### config.mk
export PLATFORM = sky130hd
export DESIGN_NAME = mem_access_unit
export DESIGN_NICKNAME = d
export VERILOG_FILES = /design/src/rtl/mem_access_unit.sv
export SDC_FILE = /design/constraint.sdc
export NUM_CORES = 1
export LEC_CHECK = 0
export BUFFER_PORTS_ARGS = -buffer_cell sky130_fd_sc_hd__clkbuf_2
export CAP_MARGIN = 20
export CORE_ASPECT_RATIO = 1.1
export CORE_MARGIN = 5
export CORE_UTILIZATION = 40
export CTS_CLUSTER_SIZE = 30
export DETAILED_ROUTE_END_ITERATION = 8
export GPL_TIMING_DRIVEN = 0
export PLACE_DENSITY = 0.68
export SETUP_SLACK_MARGIN = 0.5
export SKIP_CTS_REPAIR_TIMING = 1
export SYNTH_ARGS = -nofsm -noshare
export SYNTH_HDL_FRONTEND = slang
export SYNTH_SLANG_ARGS = --single-unit
### constraint.sdc
create_clock -name clk -period 2.4 [get_ports clk]
set_input_delay 0.12 -clock clk [delete_from_list [all_inputs] [get_ports clk]]
set_output_delay 0.12 -clock clk [all_outputs]
set_load 0.05 [all_outputs]
### src/rtl/mem_access_unit.sv
// mem_access_unit: load/store initiator between the CPU datapath and DMem.
// Handles one request at a time. Sub-word stores become read-modify-write
// because DMem only writes whole words. Illegal, misaligned and out-of-range
// requests are answered with resp_err and never reach DMem.
//
// state  | meaning
// -------+-------------------------------------------------------------
// IDLE   | req_ready=1, waiting for a request
// RD     | dmem_re=1: load data or old word for a sub-word store
// WR     | dmem_we=1: full word (SW) or merged word (SB/SH) written
// RESP   | resp_valid=1 for one cycle, then back to IDLE
module mem_access_unit #(
  parameter int MEM_WORDS = 1024
) (
  input  logic        clk,
  input  logic        rst_n,
  input  logic        req_valid,
  output logic        req_ready,
  input  logic        req_we,
  input  logic [1:0]  req_size,
  input  logic        req_unsigned,
  input  logic [31:0] req_addr,
  input  logic [31:0] req_wdata,
  output logic        resp_valid,
  output logic [31:0] resp_rdata,
  output logic        resp_err,
  output logic        dmem_we,
  output logic        dmem_re,
  output logic [31:0] dmem_addr,
  output logic [31:0] dmem_wdata,
  input  logic [31:0] dmem_rdata
);

  localparam logic [31:0] LP_ADDR_LIMIT = 32'(MEM_WORDS * 4);

  localparam logic [1:0] LP_SZ_BYTE = 2'b00;
  localparam logic [1:0] LP_SZ_HALF = 2'b01;
  localparam logic [1:0] LP_SZ_WORD = 2'b10;
  localparam logic [1:0] LP_SZ_ILL  = 2'b11;

  typedef enum logic [1:0] {
    S_IDLE = 2'b00,
    S_RD   = 2'b01,
    S_WR   = 2'b10,
    S_RESP = 2'b11
  } state_t;

  state_t      r_state;
  logic        r_we;
  logic [1:0]  r_size;
  logic        r_unsigned;
  logic [31:0] r_addr;
  logic [31:0] r_wdata;

  logic        r_req_ready;
  logic        r_resp_valid;
  logic [31:0] r_resp_rdata;
  logic        r_resp_err;
  logic        r_dmem_we;
  logic        r_dmem_re;
  logic [31:0] r_dmem_addr;
  logic [31:0] r_dmem_wdata;

  logic        w_accept;
  logic        w_misalign;
  logic        w_illegal;
  logic        w_out_of_range;
  logic        w_req_err;
  logic [31:0] w_word_addr;
  logic [7:0]  w_load_byte;
  logic [15:0] w_load_half;
  logic [31:0] w_load_data;
  logic [31:0] w_merged;

  assign req_ready  = r_req_ready;
  assign resp_valid = r_resp_valid;
  assign resp_rdata = r_resp_rdata;
  assign resp_err   = r_resp_err;
  assign dmem_we    = r_dmem_we;
  assign dmem_re    = r_dmem_re;
  assign dmem_addr  = r_dmem_addr;
  assign dmem_wdata = r_dmem_wdata;

  // Legality of the incoming request, evaluated in the acceptance cycle
  always_comb begin
    w_accept       = req_valid && r_req_ready;
    w_illegal      = (req_size == LP_SZ_ILL);
    w_misalign     = ((req_size == LP_SZ_HALF) && req_addr[0]) ||
                     ((req_size == LP_SZ_WORD) && (req_addr[1:0] != 2'b00));
    w_out_of_range = (req_addr >= LP_ADDR_LIMIT);
    w_req_err      = w_illegal || w_misalign || w_out_of_range;
    w_word_addr    = {req_addr[31:2], 2'b00};
  end

  // Lane extraction and sign/zero extension of the word read in RD
  always_comb begin
    case (r_addr[1:0])
      2'd0:    w_load_byte = dmem_rdata[7:0];
      2'd1:    w_load_byte = dmem_rdata[15:8];
      2'd2:    w_load_byte = dmem_rdata[23:16];
      default: w_load_byte = dmem_rdata[31:24];
    endcase
    w_load_half = r_addr[1] ? dmem_rdata[31:16] : dmem_rdata[15:0];
    case (r_size)
      LP_SZ_BYTE: w_load_data = r_unsigned ? {24'h000000, w_load_byte}
                                           : {{24{w_load_byte[7]}}, w_load_byte};
      LP_SZ_HALF: w_load_data = r_unsigned ? {16'h0000, w_load_half}
                                           : {{16{w_load_half[15]}}, w_load_half};
      default:    w_load_data = dmem_rdata;
    endcase
  end

  // Replace only the addressed lane of the old word for SB/SH
  always_comb begin
    w_merged = dmem_rdata;
    case (r_size)
      LP_SZ_BYTE: begin
        case (r_addr[1:0])
          2'd0:    w_merged[7:0]   = r_wdata[7:0];
          2'd1:    w_merged[15:8]  = r_wdata[7:0];
          2'd2:    w_merged[23:16] = r_wdata[7:0];
          default: w_merged[31:24] = r_wdata[7:0];
        endcase
      end
      LP_SZ_HALF: begin
        if (r_addr[1]) begin
          w_merged[31:16] = r_wdata[15:0];
        end else begin
          w_merged[15:0] = r_wdata[15:0];
        end
      end
      default: w_merged = r_wdata;
    endcase
  end

  // Request sequencer; every output is a flop so DMem strobes are glitch-free
  always_ff @(posedge clk or negedge rst_n) begin
    if (!rst_n) begin
      r_state      <= S_IDLE;
      r_we         <= 1'b0;
      r_size       <= 2'b00;
      r_unsigned   <= 1'b0;
      r_addr       <= 32'h0;
      r_wdata      <= 32'h0;
      r_req_ready  <= 1'b1;
      r_resp_valid <= 1'b0;
      r_resp_rdata <= 32'h0;
      r_resp_err   <= 1'b0;
      r_dmem_we    <= 1'b0;
      r_dmem_re    <= 1'b0;
      r_dmem_addr  <= 32'h0;
      r_dmem_wdata <= 32'h0;
    end else begin
      case (r_state)
        S_IDLE: begin
          if (w_accept) begin
            r_we        <= req_we;
            r_size      <= req_size;
            r_unsigned  <= req_unsigned;
            r_addr      <= req_addr;
            r_wdata     <= req_wdata;
            r_req_ready <= 1'b0;
            if (w_req_err) begin
              r_state      <= S_RESP;
              r_resp_valid <= 1'b1;
              r_resp_err   <= 1'b1;
              r_resp_rdata <= 32'h0;
            end else if (req_we && (req_size == LP_SZ_WORD)) begin
              r_state      <= S_WR;
              r_dmem_we    <= 1'b1;
              r_dmem_addr  <= w_word_addr;
              r_dmem_wdata <= req_wdata;
            end else begin
              // Loads and sub-word stores both start by reading the word
              r_state      <= S_RD;
              r_dmem_re    <= 1'b1;
              r_dmem_addr  <= w_word_addr;
              r_dmem_wdata <= 32'h0;
            end
          end
        end
        S_RD: begin
          r_dmem_re <= 1'b0;
          if (r_we) begin
            r_state      <= S_WR;
            r_dmem_we    <= 1'b1;
            r_dmem_wdata <= w_merged;
          end else begin
            r_state      <= S_RESP;
            r_dmem_addr  <= 32'h0;
            r_resp_valid <= 1'b1;
            r_resp_err   <= 1'b0;
            r_resp_rdata <= w_load_data;
          end
        end
        S_WR: begin
          r_state      <= S_RESP;
          r_dmem_we    <= 1'b0;
          r_dmem_addr  <= 32'h0;
          r_dmem_wdata <= 32'h0;
          r_resp_valid <= 1'b1;
          r_resp_err   <= 1'b0;
          r_resp_rdata <= 32'h0;
        end
        default: begin
          r_state      <= S_IDLE;
          r_req_ready  <= 1'b1;
          r_resp_valid <= 1'b0;
          r_resp_err   <= 1'b0;
          r_resp_rdata <= 32'h0;
          r_dmem_we    <= 1'b0;
          r_dmem_re    <= 1'b0;
          r_dmem_addr  <= 32'h0;
          r_dmem_wdata <= 32'h0;
        end
      endcase
    end
  end

endmodule

# Word level (Yosys, flattened, before mapping)
# Cells that the tools add are included.
[classes]
add_sub_neg = 0
multipliers = 0
div_mod_pow = 0
order_cmp = 1
eq_ne = 15
shift = 0
n_mux = 47
n_bitwise = 2
n_reduce_logical = 20
[ops]
columns = ["op", "n"]
rows = [
  ["$mux W32", 12],
  ["$pmux W32 S2", 5],
  ["$mux W16", 3],
  ["$ge A32 B13 Y1 const B", 1],
  ["$mux W8", 4],
  ["$pmux W8 S3", 1],
  ["$ne A2 B2 Y1 const B", 7],
  ["$mux W1", 13],
  ["$reduce_and A3 Y1", 3],
  ["$eq A2 B1 Y1 const B", 4],
  ["$eq A2 B2 Y1 const B", 4],
  ["$pmux W1 S2", 4],
  ["$reduce_and A4 Y1", 2],
  ["$logic_not A2 Y1", 3],
  ["$mux W2", 3],
  ["$pmux W2 S3", 1],
  ["$logic_and A1 B1 Y1", 4],
  ["$reduce_and A2 Y1", 2],
  ["$logic_or A1 B1 Y1", 3],
  ["$pmux W1 S3", 1],
  ["$reduce_or A3 Y1", 1],
  ["$not A1 Y1", 2],
  ["$reduce_bool A2 Y1", 1],
  ["$reduce_or A2 Y1", 1],
]
[totals]
register_bits = 141
latch_bits = 0
ramBits = 0
mem_bits_ro = 0
word_cells = 99
mem_count = 0

# Depth between registers and ports, before layout
[depth]
ltp_word = 8
depth_mapped = 10
ltp_nobuf = 7

# Worst setup path after synthesis
# No wires, ideal clock.
[synth_path]
path_type = "register to register"
from = "reg r_state[0]"
to = "reg r_addr[0]"
setup_time_ps = 125
arrival_time_ps = 2056
required_time_ps = 2275
slack_ps = 219
stages_incl_launch_ff = 8
path_buffers = 3
cell_sequence = "dfrtp_1 -> inv_1 -> ha_1 -> clkbuf_1 -> nand3_1 -> clkbuf_1 -> buf_1 -> mux2_2"
[synth_between]
elab_chain_len = 2
[synth_lines]
columns = ["element", "line", "rtl"]
rows = [
  ["from (decl)", "48", "state_t r_state;"],
  ["from (signal assigned)", "139", "r_state <= S_IDLE;"],
  ["from (signal assigned)", "164", "r_state <= S_RESP;"],
  ["from (signal assigned)", "169", "r_state <= S_WR;"],
  ["$logic_not A2 Y1", "154", "case (r_state)"],
  ["$reduce_and A2 Y1 (no line)", "--", ""],
  ["to (signal assigned)", "160", "r_addr <= req_addr;"],
  ["to (decl)", "52", "logic [31:0] r_addr;"],
]
# Every way passes these cells.
# A chain may end at the register's enable or synchronous reset.

# Final worst setup path
[layout_path]
from = "reg r_state[1]"
to = "reg r_dmem_wdata[26], in the netlist dmem_wdata[26]"
[layout_between]
elab_chain_len = 3
elab_cells_between_ends = 7
classes_between = "eq/ne: 4; mux: 1; reduce/logical: 2"
[layout_lines]
columns = ["element", "line", "rtl"]
rows = [
  ["$eq A2 B1 Y1 / $logic_not A2 Y1 (equally long branches)", "154", ""],
  ["$ne A2 B2 Y1 (no line)", "--", ""],
  ["$reduce_and A3 Y1 (no line)", "--", ""],
  ["to (signal assigned)", "172", "r_dmem_wdata <= req_wdata;"],
  ["to (signal assigned)", "187", "r_dmem_wdata <= w_merged;"],
  ["to (decl)", "62", "logic [31:0] r_dmem_wdata;"],
]
# Several ways; a longest one is shown, not always the timed one.

==> implementation parameters <==
Parameter                              Value

Detailed routing
  Vias after detailed routing ... 6,765
  DR iter-0 viols ... 615
  DRC errors left ... 0
  Routed vias/inst ... 5.55
  Number of search-and-repair iterations in the first detailed-routing pass ... 6
  Wirelength, routed ... 25,200 um
  Drt wl/cell ... 20.7 um
  Count of antenna-violating nets left after detailed routing ... 0

Setup path
  Cell family contributing the most delay on the critical path ... simple AND/OR/NAND/NOR gates
  Endpoint kind of the worst setup timing path ... register
  Count of buffer and inverter cells on the critical path ... 4
  Launching element type of the critical path ... register
  Start-to-end type of the worst setup path ... reg2reg
  Required time at the worst-slack endpoint ... 2.70 ns
  Slowest Stage Delay on Critical Path ... 0.41 ns
  Largest fanout on the critical path ... 8
  Critical-path cell with the highest stage delay ... sky130_fd_sc_hd__dfrtp_1
  Cells along the critical path ... inv_2 > ha_4 > buf_6 > nor2b_4 > or3_4 > o32a_4 > buf_12 > clkbuf_16 > nand2_2 > o21ai_1
  Critical Path AT ... 2.49 ns

Yosys
  Count of flip-flops with a built-in enable after synthesis ... 0
  Netlist area before placement ... 7110 um^2
  Warnings, synthesis ... 0
  Post-synthesis register bit count ... 139
  Synthesized netlist cell count ... 684
  Average cell area after synthesis ... 10.4 um^2
  Distinct cell type count after synthesis ... 47
  Area fraction of the dominant cell type after synthesis ... 48.6%
  Cell accounting for the most synthesized area ... sky130_fd_sc_hd__dfrtp_1
  Share of the yosys chip area belonging to registers ... 49.0%
  Top_reg_cell synth ... sky130_fd_sc_hd__dfrtp_1
  Share of async-settable or async-resettable flops after synthesis ... 100%
  Leading post-synthesis cells by cell area ... sky130_fd_sc_hd__dfrtp_1 49%, sky130_fd_sc_hd__mux2_2 11%, sky130_fd_sc_hd__nand2_1 5.9%

Global route
  Vias in the first global route ... 6,395
  First-pass GRT wire length ... 36,200 um
  GR Overflow Total ... 0
  Initial antenna violation count ... 2
  Pin count of the biggest net entering global routing ... 97
  Total Routing Usage GR ... 23.2%

Layout
  Share of final-layout standard cells stronger than drive strength 1 ... 45.9%
  Area added between synthesis and finish ... 43.3%
  Fin cells ... 1,218
  Number of filler instances in the final layout ... 1,537
  Final core area utilization ... 57.8%
  Most common library cell in the layout ignoring fill and taps ... sky130_fd_sc_hd__clkbuf_2
  Net total in the final layout ... 1,073
  Commonest cells after routing, fill and taps aside ... 210 x sky130_fd_sc_hd__clkbuf_2, 136 x sky130_fd_sc_hd__dfrtp_1, 83 x sky130_fd_sc_hd__nand2_1

CTS
  CTS root buffer ... sky130_fd_sc_hd__clkbuf_16
  Maximum number of buffers from clock root to sink ... 2
  Clock slew at the register clock pins of the worst setup and hold paths ... 0.07 ns
  Later-pin clock latency in the skew report ... 0.43 ns
  Level count of the clock H-tree ... 4
  Number of buffers created by CTS ... 17
  Clock Sink Count ... 139
  CTS tree ... done

Timing
  Setup slack after layout ... 0.215 ns
  Post-route fraction of the period consumed by the critical path ... 91.0%
  Measured slew at the worst slew-check pin ... 0.706 ns
  Unrepaired setup endpoints after global routing ... true
  Largest clock skew in the final design ... 0.0113 ns
  Number of setup violations in the final report ... 0
  Max-slew violation total from the final report ... 0
  Highest achievable clock rate ... 0.458 GHz
  Final Hold Violating Endpoints ... 6
  Final min period ... 2.18 ns
  Post-Route Hold Slack ... -0.0249 ns
  Max-slew headroom ... 52.9%

Pwr
  Leakage power figure ... 4.79 nW
  Overall power of the completed layout ... 14.6 mW
  Pwr Density ... 1430 nW/um^2
  VDD IR-drop max ... 746 uV

Floorplanning
  Die boundary height ... 150 um
  Area inside the core boundary ... 17,600 um^2
  Number of core rows ... 51
  Initial Util ... 40.4%
  Area enclosed by the die boundary ... 20,500 um^2
  Die width ... 137 um
  Number of top-level pins ... 204

Placement
  Worst slack at placement ... -0.0911 ns
  Instance count after placement with tap cells included ... 1,125
  Sum of net half-perimeters after detailed placement ... 18,200 um
  Number of port buffers ... 201
  RePlAce Congestion ... 0.966

Min path
  Class of the worst hold path ... in2reg

Status
  Result of the run ... finished, violations left
  Violated checks ... negative hold slack

Job
  Max_cap viols ... 0
[worst paths after layout]
kind                                start             end  slack [ns]  depth (start not counted)
max                            r_state[1]  dmem_wdata[26]        0.22                         10
min                           req_addr[4]    dmem_addr[4]       -0.02                          3
max reg2reg                    r_state[1]  dmem_wdata[26]        0.22                         10
min reg2reg                resp_rdata[28]  resp_rdata[28]        0.48                          2
max in group asynchronous           rst_n      r_state[0]        1.38                          3
min in group asynchronous           rst_n  dmem_wdata[23]        0.17                          2
[power breakdown]
part | internal [mW] | switching [mW]
combinational | 3.11 | 4.97
sequential | 3.13 | 0.664
clock | 1.61 | 1.10
total | 7.85 | 6.73
[per-layer routing]
metal | vias to the layer above | wire length, um | global-route usage, %
li1 | 3089 | - | -
met1 | 3287 | 9900 | 30.6
met2 | 316 | 12500 | 37.2
met3 | 73 | 1750 | 4.20
met4 | 0 | 1090 | 10.4
met5 | - | 0 | 0
[cell usage after synthesis, types with 2 or more instances]
master,instances
sky130_fd_sc_hd__o2bb2ai_1,3
sky130_fd_sc_hd__nand3_1,3
sky130_fd_sc_hd__a221o_1,8
sky130_fd_sc_hd__o21ai_1,19
sky130_fd_sc_hd__nor3_1,10
sky130_fd_sc_hd__dfrtp_1,138
sky130_fd_sc_hd__nand2b_1,3
sky130_fd_sc_hd__or2_2,2
sky130_fd_sc_hd__nor2_1,10
sky130_fd_sc_hd__nor4_1,5
sky130_fd_sc_hd__inv_1,9
sky130_fd_sc_hd__or3_1,2
sky130_fd_sc_hd__a21oi_1,9
sky130_fd_sc_hd__o221ai_1,7
sky130_fd_sc_hd__o21ai_0,54
sky130_fd_sc_hd__mux2_2,71
sky130_fd_sc_hd__a222oi_1,24
sky130_fd_sc_hd__clkbuf_1,37
sky130_fd_sc_hd__o311ai_0,3
sky130_fd_sc_hd__o32a_1,2
sky130_fd_sc_hd__and2_1,2
sky130_fd_sc_hd__buf_4,2
sky130_fd_sc_hd__nor2b_1,39
sky130_fd_sc_hd__mux2i_1,26
sky130_fd_sc_hd__buf_6,5
sky130_fd_sc_hd__ha_1,5
sky130_fd_sc_hd__a22o_1,14
sky130_fd_sc_hd__a31oi_1,8
sky130_fd_sc_hd__buf_1,6
sky130_fd_sc_hd__o31ai_1,16
sky130_fd_sc_hd__a22oi_1,8
sky130_fd_sc_hd__o22a_1,2
sky130_fd_sc_hd__nand2_1,112
sky130_fd_sc_hd__buf_2,7
[registers in the layout, indices dropped and copies added, names as in the netlist]
| signal | cells |
|---|---|
| dmem_we | 1 |
| dmem_re | 1 |
| resp_valid | 1 |
| resp_err | 1 |
| dmem_wdata | 32 |
| r_addr | 2 |
| r_size | 2 |
| dmem_addr | 30 |
| r_unsigned | 1 |
| r_state | 2 |
| r_wdata | 32 |
| r_we | 1 |
| req_ready | 1 |
| resp_rdata | 32 |
[final cells by class]
type                            count  area [um^2]  area share, %
Buffer                             57          429           4.22
Clock inverter                     13          154           1.51
Tap cell                          238          298           2.92
Clock buffer                       19          453           4.45
Inverter                           10         41.3          0.406
Sequential cell                   139         3490           34.2
Multi-Input combinational cell    479         3680           36.1
Timing Repair Buffer              261         1640           16.1
Antenna cell                        2         5.00         0.0492
[worst register-to-register path, cell delays in order (launching register included)]
cell and delay (ns):
sky130_fd_sc_hd__dfrtp_1 0.41, sky130_fd_sc_hd__inv_2 0.08, sky130_fd_sc_hd__ha_4 0.16, sky130_fd_sc_hd__buf_6 0.11
sky130_fd_sc_hd__nor2b_4 0.12, sky130_fd_sc_hd__or3_4 0.37, sky130_fd_sc_hd__o32a_4 0.36, sky130_fd_sc_hd__buf_12 0.17
sky130_fd_sc_hd__clkbuf_16 0.18, sky130_fd_sc_hd__nand2_2 0.05, sky130_fd_sc_hd__o21ai_1 0.06
[logic make-up after synthesis]
logic type               synth area share (%)
multiplexers                             15.2
other                                  0.0528
adder cells (fa/ha/maj)                 0.880
buffers and inverters                    4.30
AND/OR/NAND/NOR                          12.8
AO/OA/AOI/OAI                            17.8
flip-flops                               49.0
[metrics by stage]
stage	area (um^2)	setup TNS, ns
floorplan	7180	0
global placement	8490	-160.00
detailed placement	8520	-0.329
CTS	9130	-0.565
global route	10200	0
finish	10200	0
(Power assumes the default switching activity.)
